==> src/rtl/display_pixel_fetch.sv <==
// display_pixel_fetch
// Turns the timing generator's (sx, sy, de, hsync, vsync) stream into VGA pin
// values. Each screen position maps to a framebuffer address at
// 1/2^SCALE_SHIFT resolution. The RGB332 read data is expanded to 4:4:4.
// The syncs, de and the first-pixel flag are delayed so that they stay
// aligned with the colour of their own pixel. Total latency is RD_LAT + 2
// clock cycles.
//
// reset asserts asynchronously. Its source is expected to release it
// synchronously to clock_pix. No release synchroniser is placed here, so the
// first post-release input reaches the pins exactly RD_LAT + 2 cycles later.
module display_pixel_fetch #(
    parameter int H_ACTIVE    = 640,
    parameter int V_ACTIVE    = 480,
    parameter int SCALE_SHIFT = 2,
    parameter int ADDR_W      = 15,
    parameter int RD_LAT      = 2
) (
    input  logic              clock_pix,
    input  logic              reset,
    input  logic [9:0]        sx,
    input  logic [9:0]        sy,
    input  logic              de,
    input  logic              hsync,
    input  logic              vsync,
    input  logic              test_mode,
    output logic              fb_rd_en,
    output logic [ADDR_W-1:0] fb_rd_addr,
    input  logic [7:0]        fb_rd_data,
    output logic [3:0]        vga_r,
    output logic [3:0]        vga_g,
    output logic [3:0]        vga_b,
    output logic              vga_hsync,
    output logic              vga_vsync,
    output logic              vga_de,
    output logic              frame_start
);

    localparam int FB_W = H_ACTIVE >> SCALE_SHIFT;
    localparam int FB_H = V_ACTIVE >> SCALE_SHIFT;

    // A framebuffer that does not fit in the address, or a zero-latency read
    // port, cannot be handled by this pipeline.
    if (RD_LAT < 1 || ADDR_W < $clog2(FB_W * FB_H)) begin : g_bad_params
        $error("display_pixel_fetch: RD_LAT must be >= 1 and ADDR_W must cover FB_W*FB_H");
    end

    // Side-band word that travels with each pixel:
    // [7] hsync, [6] vsync, [5] de, [4] first pixel of frame, [3] test mode,
    // [2:0] colour-bar index. The idle value has the syncs high (inactive)
    // and everything else low.
    localparam logic [7:0] SIDE_IDLE = 8'hC0;

    // ------------------------------------------------------------------
    // Stage A: mode latch, address generation, read strobe
    // ------------------------------------------------------------------
    logic              frame_origin;
    logic              mode_q, mode_d;
    logic [ADDR_W-1:0] addr_calc;
    logic [ADDR_W-1:0] fb_rd_addr_q, fb_rd_addr_d;
    logic              fb_rd_en_q, fb_rd_en_d;
    logic [7:0]        side_a_q, side_a_d;

    assign frame_origin = (sx == 10'd0) && (sy == 10'd0);

    // The row/column are the screen coordinates divided by the upscale
    // factor. The result wraps at ADDR_W bits, and the value is only used
    // while de is high.
    assign addr_calc = ADDR_W'(sy >> SCALE_SHIFT) * ADDR_W'(FB_W)
                     + ADDR_W'(sx >> SCALE_SHIFT);

    // Next-state for stage A. The mode changes only at the frame origin, and
    // the origin pixel already uses the new mode.
    always_comb begin
        // NOTE: every output of a combinational block gets a default first,
        // so no path leaves a value unassigned and infers a latch.
        mode_d       = mode_q;
        fb_rd_addr_d = fb_rd_addr_q;
        if (frame_origin) begin
            mode_d = test_mode;
        end
        if (de) begin
            fb_rd_addr_d = addr_calc;
        end
        fb_rd_en_d = de & ~mode_d;
        side_a_d   = {hsync, vsync, de, de & frame_origin, mode_d, sx[9:7]};
    end

    // Stage A registers: these drive the framebuffer read port directly.
    always_ff @(posedge clock_pix or posedge reset) begin
        if (reset) begin
            mode_q       <= 1'b0;
            fb_rd_en_q   <= 1'b0;
            fb_rd_addr_q <= '0;
            side_a_q     <= SIDE_IDLE;
        end else begin
            // NOTE: sequential state uses non-blocking assignments so every
            // register samples its pre-edge inputs regardless of statement order.
            mode_q       <= mode_d;
            fb_rd_en_q   <= fb_rd_en_d;
            fb_rd_addr_q <= fb_rd_addr_d;
            side_a_q     <= side_a_d;
        end
    end

    assign fb_rd_en   = fb_rd_en_q;
    assign fb_rd_addr = fb_rd_addr_q;

    // ------------------------------------------------------------------
    // Side-band delay matching the read latency
    // ------------------------------------------------------------------
    logic [7:0] side_q [RD_LAT];

    // Shift the side-band word RD_LAT more stages so that it meets
    // fb_rd_data for the same pixel.
    always_ff @(posedge clock_pix or posedge reset) begin
        if (reset) begin
            // NOTE: this delay line is reset element by element on purpose.
            // A flush must not let stale syncs or de reach the pins, so it
            // stays in flops and is not mapped to a RAM.
            for (int i = 0; i < RD_LAT; i++) begin
                side_q[i] <= SIDE_IDLE;
            end
        end else begin
            side_q[0] <= side_a_q;
            for (int i = 1; i < RD_LAT; i++) begin
                side_q[i] <= side_q[i-1];
            end
        end
    end

    // ------------------------------------------------------------------
    // Colour generation and output registers
    // ------------------------------------------------------------------
    logic [7:0] side_al;
    logic       al_de;
    logic       al_mode;
    logic [2:0] al_bar;
    logic [3:0] r_d, g_d, b_d;

    assign side_al = side_q[RD_LAT-1];
    assign al_de   = side_al[5];
    assign al_mode = side_al[3];
    assign al_bar  = side_al[2:0];

    // Pick the pixel colour. Blanking forces black. Test mode shows
    // 128-pixel colour bars. Otherwise the RGB332 data is expanded by
    // repeating its top bits.
    always_comb begin
        r_d = 4'h0;
        g_d = 4'h0;
        b_d = 4'h0;
        if (al_de) begin
            if (al_mode) begin
                r_d = {4{al_bar[2]}};
                g_d = {4{al_bar[1]}};
                b_d = {4{al_bar[0]}};
            end else begin
                r_d = {fb_rd_data[7:5], fb_rd_data[7]};
                g_d = {fb_rd_data[4:2], fb_rd_data[4]};
                b_d = {fb_rd_data[1:0], fb_rd_data[1:0]};
            end
        end
    end

    logic [3:0] vga_r_q, vga_g_q, vga_b_q;
    logic       vga_hsync_q, vga_vsync_q, vga_de_q, frame_start_q;

    // Final register stage: every pin changes on the same edge.
    always_ff @(posedge clock_pix or posedge reset) begin
        if (reset) begin
            vga_r_q       <= 4'h0;
            vga_g_q       <= 4'h0;
            vga_b_q       <= 4'h0;
            vga_hsync_q   <= 1'b1;
            vga_vsync_q   <= 1'b1;
            vga_de_q      <= 1'b0;
            frame_start_q <= 1'b0;
        end else begin
            vga_r_q       <= r_d;
            vga_g_q       <= g_d;
            vga_b_q       <= b_d;
            vga_hsync_q   <= side_al[7];
            vga_vsync_q   <= side_al[6];
            vga_de_q      <= al_de;
            frame_start_q <= side_al[4];
        end
    end

    assign vga_r       = vga_r_q;
    assign vga_g       = vga_g_q;
    assign vga_b       = vga_b_q;
    assign vga_hsync   = vga_hsync_q;
    assign vga_vsync   = vga_vsync_q;
    assign vga_de      = vga_de_q;
    assign frame_start = frame_start_q;

endmodule

==> config.mk <==
export PLATFORM = sky130hd
export DESIGN_NAME = display_pixel_fetch
export DESIGN_NICKNAME = d
export VERILOG_FILES = /design/src/rtl/display_pixel_fetch.sv
export SDC_FILE = /design/constraint.sdc
export NUM_CORES = 1
export LEC_CHECK = 0
export BUFFER_PORTS_ARGS = -buffer_cell sky130_fd_sc_hd__buf_2
export CAP_MARGIN = 10
export CORE_MARGIN = 10
export CORE_UTILIZATION = 51
export CTS_CLUSTER_SIZE = 24
export DETAILED_ROUTE_END_ITERATION = 7
export GPL_ROUTABILITY_DRIVEN = 0
export PLACE_DENSITY = 0.86
export RECOVER_POWER = 100
export SLEW_MARGIN = 5
export SYNTH_ARGS = -nofsm -noshare
export SYNTH_HDL_FRONTEND = slang
export SYNTH_SLANG_ARGS = --single-unit
export TNS_END_PERCENT = 100
==> constraint.sdc <==
create_clock -name clock_pix -period 1.7 [get_ports clock_pix]
set_clock_uncertainty 0.05 [all_clocks]
set_input_delay 0.255 -clock clock_pix [delete_from_list [all_inputs] [get_ports clock_pix]]
set_output_delay 0.255 -clock clock_pix [all_outputs]
set_load 0.01 [all_outputs]
# Word level (Yosys, flattened, before mapping)
# Index checks and enable logic that the tools add are counted.
[totals] wordCells=28 regBits=57
[op_classes] mux=7 bitwise=3 addsub=1 reduce_logical=3 multipliers=1
[ops] cell="4-bit two-way mux" count=6
[ops] cell="10-bit logical NOT" count=2
[ops] cell="15-bit by 8-bit adder with 15-bit output" count=1
[ops] cell="8-bit by 3-bit multiplier with 10-bit output (second input constant)" count=1
[ops] cell="1-bit bitwise AND" count=2
[ops] cell="1-bit logical AND" count=1
[ops] cell="1-bit two-way mux" count=1
[ops] cell="1-bit NOT" count=1

# Logic depth before layout (Yosys ltp)
# Gate-level depths: netlist of run 1.
[depth] depth_word=5 mapped_depth=8 depth_no_buf=8

# Worst setup path before layout of run 1
# OpenSTA, ideal clock, no wires.
[synth_path] path_type="input port to flip-flop" startpoint="input sy[3]" endpoint="register fb_rd_addr_q[13], in the netlist fb_rd_addr[13]" path_buffers=0 setup_slack_ns=-0.761 required_ns=1.568 t_arrival_ns=2.329 path_stages=8 cell_sequence="ha_1 ha_1 fa_1 a211o_2 o21ai_0 xor2_1 or4_1 a31oi_1"
[synth_between] elab_chain_len=2
[synth_rtl] element="start, declared" line_no="22" source="input logic [9:0] sy,"
[synth_rtl] element="8-bit by 3-bit multiplier with 10-bit output" line_no="69" source="assign addr_calc = ADDR_W'(sy >> SCALE_SHIFT) * ADDR_W'(FB_W)"
[synth_rtl] element="15-bit by 8-bit adder with 15-bit output" line_no="70" source="+ ADDR_W'(sx >> SCALE_SHIFT);"
[synth_rtl] element="end signal, assigned" line_no="101" source="fb_rd_addr_q <= fb_rd_addr_d;"
[synth_rtl] element="end, declared" line_no="60" source="logic [ADDR_W-1:0] fb_rd_addr_q, fb_rd_addr_d;"
# Every way passes these cells.
# A chain may end at the register's enable or synchronous reset.

# Worst setup path after layout of run 1
# Same ends and word-level chain as after synthesis.

==> run_results.csv, run 1 <==
group,metric,value,unit
run_status,outcome,"complete, but fails checks",
run_status,violations,"negative setup slack",
sta,relSlewSlack,73.3,%
placement,dp_hpwl,4.07,mm
yosys,async_reset_ff_share,100,%
clocking,clk_latency,0.31,ns
clocking,cts-buffers-inserted,5,
die,die_w,87.1,um
critical_path,critPathKind,"input port to register",
critical_path,critical_path_required,1.88,ns
route,dr.pass1.iters,4,
sta,hold_viol,0,
global_routing,grt_usage,15.2,%
pwr,vdd_drop_max,0.000645,V
route,wl_per_cell,17.6,um
die,core,0.00435,sq mm
yosys,syn_area_per_cell,12.7,sq um
min_path,hp-class,"input port to register",
placement,dp_slack,-0.800,ns
route,vias_per_cell,5.34,
pwr,p_leak,0.00159,uW
route,drt_iter0_drc,74,
sta,finalSetupViolations,5,
clocking,cts.sinks,52,
route,drt-total-wl,5.94,mm
pwr,p_total,3030,uW
critical_path,slowest_stage,"or4_1",
critical_path,cp_num_buf_inv,1,
global_routing,grt_pass1_vias,1975,
cells_and_area,fin_nets,335,
global_routing,antenna_found_initial,0,
cells_and_area,final_area,0.00332,sq mm
pwr,pwr_density_cell,911,mW/mm^2
yosys,synth-main-ff-cell,"dfrtp_1",
route,vias,1798,
die,die-area,0.00758,sq mm
die,num_rows,24,
yosys,yosysSeqAreaShare,57.1,%
critical_path,crit_path_max_incr_delay,0.42,ns
critical_path,worstPathCellList,"buf_8 -> ha_4 -> ha_4 -> fa_2 -> a211o_4 -> o21ai_4 -> xor2_1 -> or4_1 -> a31oi_1",
critical_path,crit_arrival,2.27,ns
yosys,synth_cell_types,43,
route,drc_errors,0,
yosys,synth_edf_count,0,
cells_and_area,areaGrowthSynthToFinish,44.8,%
die,start_util,52.7,%
clocking,htree_num_levels,2,
clocking,root_buffer,"clkbuf_8",
global_routing,grt-ovfl-total,0,
critical_path,critPathTopFamily,"adder cells",
yosys,ys.warnings.count,0,
critical_path,cp_max_fo,3,
yosys,synthCells,180,
placement,io_buffers,65,
sta,max_freq,479,MHz
clocking,cts_tree,"done",
route,ant_nets,0,
critical_path,cp-end-kind,"register",
placement,place_area,0.00300,sq mm
global_routing,grt_max_degree,36,
yosys,syn-cell-area,0.00229,sq mm
clocking,cts.clk_slew.worst_paths,0.10,ns
critical_path,cp-start-kind,"input port",
yosys,synth_fp_nets,231,
run,maxCapViolations,0,
sta,slew_viol_final,0,
sta,fin_crit,2.09,ns
cells_and_area,diodes,0,
critical_path,crit_top_cell,"ha_4",
sta,rsz0062_at_grt,"yes",
yosys,ys_seq_elements,52,
die,die_h,87.1,um
cells_and_area,fill_cells,272,
global_routing,grt_pass1_wl,9.14,mm
sta,worstMarginPinSlew,0.397,ns
die,io_pins,66,
cells_and_area,fin_util,76.3,%
sta,setup_slack,-0.389,ns
cells_and_area,drive_gt1_share,54.4,%
clocking,cts_buffer_depth,2,
sta,period_share,123,%
logic make-up (layout without fill, tap and decap cells):
group | after synthesis | after routing | synth area share (%)
flip-flops | 52 | 52 | 57.1
adder cells (fa/ha/maj) | 17 | 17 | 9.92
AO/OA/AOI/OAI | 34 | 34 | 11.1
multiplexers | 10 | 10 | 4.91
XOR/XNOR | 10 | 10 | 3.82
buffers and inverters | 16 | 121 | 3.27
AND/OR/NAND/NOR | 41 | 41 | 9.87
what timing repair did:
item                       4_1_cts  5_1_grt
hold buffers                     3        0
gates resized for setup         19        8
setup endpoints to repair        5        5
setup buffers                    4        3
pin swaps                       13        5
hold endpoints to repair        11        0
power by group:
group          switching, uW  internal [uW]  total [uW]
sequential              45.3           1350        1390
combinational            444            466         910
clock                    421            302         723
total                    910           2120        3030
synth_stat cells, types with 2 or more instances:
library cell / n / area share (%)
nor4_1: 6 / 1.6
nand3_1: 2 / 0.44
buf_4: 4 / 1.3
o2111ai_1: 2 / 0.76
a21oi_1: 6 / 1.3
ha_1: 15 / 8.2
fa_1: 2 / 1.7
nand2_1: 5 / 0.82
mux2_2: 10 / 4.9
o21ai_0: 3 / 0.65
clkbuf_1: 2 / 0.33
dfrtp_1: 44 / 48
inv_1: 9 / 1.5
dfstp_2: 8 / 9.2
xor2_1: 3 / 1.1
o31ai_1: 2 / 0.65
nor2_1: 10 / 1.6
xnor2_1: 7 / 2.7
a21boi_0: 8 / 2.6
nor2b_1: 2 / 0.55
nand2b_1: 8 / 2.2
state kept, by name (all words and copies together), names as in the netlist:
name and flops:
fb_rd_addr 15, fb_rd_en 1, frame_start 1, side_a_q 8, side_al 8, side_q 8
vga_b 2, vga_de 1, vga_g 3, vga_hsync 1, vga_r 3, vga_vsync 1
worst register-to-register path: stages, from the launching register on:
cell	delay, ns
dfrtp_1	0.47
nand2b_1	0.18
a21boi_0	0.18
metrics by stage:
step	hold slack [ns]	TNS, ns	std cells
3_5_place_dp	0.209	-3.31	321
3_3_place_gp	0.209	-3.02	321
4_1_cts	0.126	-1.15	335
6_report	0.137	-1.30	337
2_1_floorplan	0.209	-1.73	180
5_1_grt	0.128	-1.58	337
cell type report:
| type | instances | area (sq um) | share of cell area [%] |
|---|---|---|---|
| well taps | 52 | 65.1 | 1.96 |
| inverters | 9 | 33.8 | 1.02 |
| clock buffers | 5 | 68.8 | 2.07 |
| clock inverters | 3 | 27.5 | 0.829 |
| flip-flops and latches | 52 | 1310 | 39.5 |
| repair buffers | 104 | 649 | 19.5 |
| multi-input cells | 112 | 1170 | 35.1 |
worst paths after layout:
kind,slack (ns),from,end,cells past startpoint
max,-0.39,sy[3],fb_rd_addr[13]$_DFFE_PP0P_,9
min,0.14,sx[2],fb_rd_addr[0]$_DFFE_PP0P_,2
max reg2reg,0.74,side_al[3]$_DFF_PP0_,vga_g[1]$_DFF_PP0_,2
min reg2reg,0.31,side_q[13]$_DFF_PP0_,side_al[5]$_DFF_PP0_,0
max in group asynchronous,0.67,reset,vga_r[0]$_DFF_PP0_,4
min in group asynchronous,0.42,reset,fb_rd_addr[1]$_DFFE_PP0P_,3
routing by layer:
| layer | share of wire, % | global-route usage [%] | up-vias |
|---|---|---|---|
| met5 | 0 | 0 | - |
| met4 | 2.9 | 6.33 | 0 |
| met3 | 7.8 | 5.06 | 15 |
| met2 | 51 | 27.0 | 73 |
| met1 | 39 | 15.9 | 863 |
| li1 | - | - | 847 |
cell usage in the layout, fill, tap and decap left out, types with 2 or more instances in the layout:
master         count
dfrtp_1           44
xor2_1             2
clkbuf_1           3
nand2b_1           8
a21boi_0           8
buf_6              2
buf_2             62
nor2_1            10
o31ai_1            2
inv_1              8
nor4_1             5
dlygate4sd3_1      3
xnor2_1            2
buf_4             32
a21oi_1            5
nand2_1            4
clkbuf_8           5
ha_4               7
xnor2_2            5
mux2_2             9
ha_1               7
dfstp_2            8
No activity file was read; power rests on OpenSTA's default activity.
==> run 2: changes to the inputs <==
--- a/config.mk
+++ b/config.mk
@@ -6,5 +6,5 @@
 export NUM_CORES = 1
 export LEC_CHECK = 0
-export BUFFER_PORTS_ARGS = -buffer_cell sky130_fd_sc_hd__buf_2
+export BUFFER_PORTS_ARGS = -buffer_cell sky130_fd_sc_hd__buf_4
 export CAP_MARGIN = 10
 export CORE_MARGIN = 10
==> constraint.sdc (replaced) <==
create_clock -name clock_pix -period 1.7 [get_ports clock_pix]
set_clock_uncertainty 0.05 [all_clocks]
set_input_delay 0.085 -clock clock_pix [delete_from_list [all_inputs] [get_ports clock_pix]]
set_output_delay 0.085 -clock clock_pix [all_outputs]
set_load 0.01 [all_outputs]
==> run 2 against run 1 <==
The run still ends with negative setup slack left. Critical endpoint unchanged. Cell area grew 2.2%. Power grew 2.1%. Setup slack gained 0.15 ns. Via count grew 0.61%. Critical path type unchanged. Non-clock buffer count grew 7. Largest power group unchanged. First-iteration DRC count shrank 2.7%. Highest routed layer unchanged. Worst hold slack lost 0.13 ns. Cell count grew 2.1%. Clock-buffer cell count is the same. Combinational power shrank 7.9%. Flip-flop and latch count is the same.
==> run_results.csv, run 2 (synthesis gave the netlist of run 1 again) <==
group,metric,value,unit
run_status,outcome,"complete, but fails checks",
run_status,violations,"negative setup slack",
global_routing,grt_pass1_wl,9.84,mm
sta,max_freq,516,MHz
sta,relSlewSlack,55.1,%
route,drt-total-wl,6.08,mm
die,io_pins,66,
cells_and_area,drive_gt1_share,36.0,%
global_routing,grt-ovfl-total,0,
pwr,vdd_drop_max,0.000462,V
route,wl_per_cell,17.7,um
critical_path,critical_path_required,1.87,ns
sta,slew_viol_final,0,
critical_path,cp-start-kind,"input port",
sta,worstMarginPinSlew,0.673,ns
global_routing,grt_pass1_vias,1941,
global_routing,grt_max_degree,36,
cells_and_area,final_cell_mix,"47 x buf_4, 44 x dfrtp_1, 37 x clkbuf_1",
critical_path,critPathKind,"input port to register",
cells_and_area,multi_input_area,0.00111,sq mm
cells_and_area,largest_register_ffs,15,
sta,hold_viol,0,
sta,rsz0062_at_grt,"yes",
run,maxCapViolations,0,
sta,tns,-0.503,ns
route,dr.pass1.iters,4,
critical_path,crit_arrival,2.11,ns
cells_and_area,final_cells,344,
sta,setup_slack,-0.239,ns
critical_path,critPathTopFamily,"adder cells",
sta,period_share,114,%
critical_path,slowest_stage,"or4_1",
min_path,hp-class,"input port to register",
die,core,0.00435,sq mm
clocking,cts_buffer_depth,2,
die,die_h,87.1,um
critical_path,crit_path_max_incr_delay,0.40,ns
critical_path,cp_num_buf_inv,1,
global_routing,antenna_found_initial,0,
pwr,p_leak,0.00150,uW
placement,dp_slack,-0.604,ns
clocking,cts-buffers-inserted,5,
cells_and_area,regArea,0.00131,sq mm
critical_path,cp_max_fo,3,
cells_and_area,fin_util,78.0,%
placement,io_buffers,65,
clocking,root_buffer,"clkbuf_8",
clocking,cts.clk_slew.worst_paths,0.09,ns
route,vias,1809,
route,vias_per_cell,5.26,
clocking,cts.sinks,52,
route,ant_nets,0,
die,die_w,87.1,um
die,num_rows,24,
cells_and_area,diodes,0,
cells_and_area,areaGrowthSynthToFinish,47.9,%
clocking,clk_latency,0.31,ns
critical_path,crit_top_cell,"ha_4",
cells_and_area,fill_cells,295,
pwr,pwr_density_cell,910,mW/mm^2
die,die-area,0.00758,sq mm
clocking,htree_num_levels,2,
cells_and_area,fin_nets,342,
critical_path,worstPathCellList,"buf_8 -> ha_4 -> ha_4 -> fa_2 -> a211o_4 -> o21ai_4 -> xor2_1 -> or4_1 -> a31oi_1",
die,start_util,52.7,%
sta,finalSetupViolations,5,
global_routing,grt_usage,16.1,%
cells_and_area,final_common_cell,"buf_4",
placement,dp_hpwl,4.19,mm
route,drc_errors,0,
placement,place_inst,316,
critical_path,cp-end-kind,"register",
clocking,cts_tree,"done",
sta,fin_crit,1.94,ns
route,drt_iter0_drc,72,
## run 2: changes by cell type in the layout (fill, tap and decap cells not counted), sizes merged
cell         before  now
buf              98   51
bufinv            0    1
clkbuf            8   47
clkinv            1    0
dlygate4sd3       3   18
## run 2: per-stage QoR
step	area [sq um]	hold slack [ns]	total power, uW
global route	3390	0.0124	3250
global placement	3120	0.0460	2210
floorplan	2400	0.0395	1840
detailed placement	3120	0.0534	2230
finish	3390	0.00662	3090
CTS	3510	0.00246	3160
## run 2: cell type report
cell class	instances	share of cell area, %
Multi-Input combinational cell	112	32.6
Sequential cell	52	38.6
Tap cell	52	1.92
Inverter	9	0.995
Clock buffer	5	2.03
Timing Repair Buffer	111	22.4
Clock inverter	3	1.36
## run 2: power breakdown
part           switching, uW  total (uW)  internal [uW]
registers               47.2        1400           1350
logic                    413         838            425
clock network            412         855            444
total                    872        3090           2220
## run 2: worst paths after layout
path | endpoint | start | slack (ns) | cells after the start
worst min-delay path | vga_r[0]$_DFF_PP0_ | fb_rd_data[7] | 0.007 | 3
min in group asynchronous | fb_rd_addr[1]$_DFFE_PP0P_ | reset | 0.38 | 3
worst max register to register | vga_g[1]$_DFF_PP0_ | side_al[3]$_DFF_PP0_ | 0.70 | 2
max in group asynchronous | vga_r[1]$_DFF_PP0_ | reset | 0.24 | 4
worst max-delay path | fb_rd_addr[13]$_DFFE_PP0P_ | sy[3] | -0.24 | 9
worst min register to register | side_q[9]$_DFF_PP0_ | side_a_q[1]$_DFF_PP0_ | 0.30 | 0
## run 2: layer usage
layer / vias up / global-route usage (%) / routed length [um]
li1: 855 / - / -
met1: 896 / 18.4 / 2440
met2: 52 / 28.5 / 3160
met3: 6 / 4.96 / 405
met4: 0 / 3.98 / 70
met5: - / 0 / 0
## run 2: worst reg2reg max path, delay by kind of cell (launching register included)
kind | cells | cell delay, ns
AOI/OAI and AO/OA | 1 | 0.19
and+or+nand+nor | 1 | 0.19
DFF | 1 | 0.48
## run 2: timing repair
item                       in CTS  in global routing
pin swaps                      12                  9
hold buffers                   18                  0
setup buffers                   2                  0
hold endpoints to repair       25                  0
setup endpoints to repair       3                  5
resized for setup              10                 10
gates cloned                    0                  0
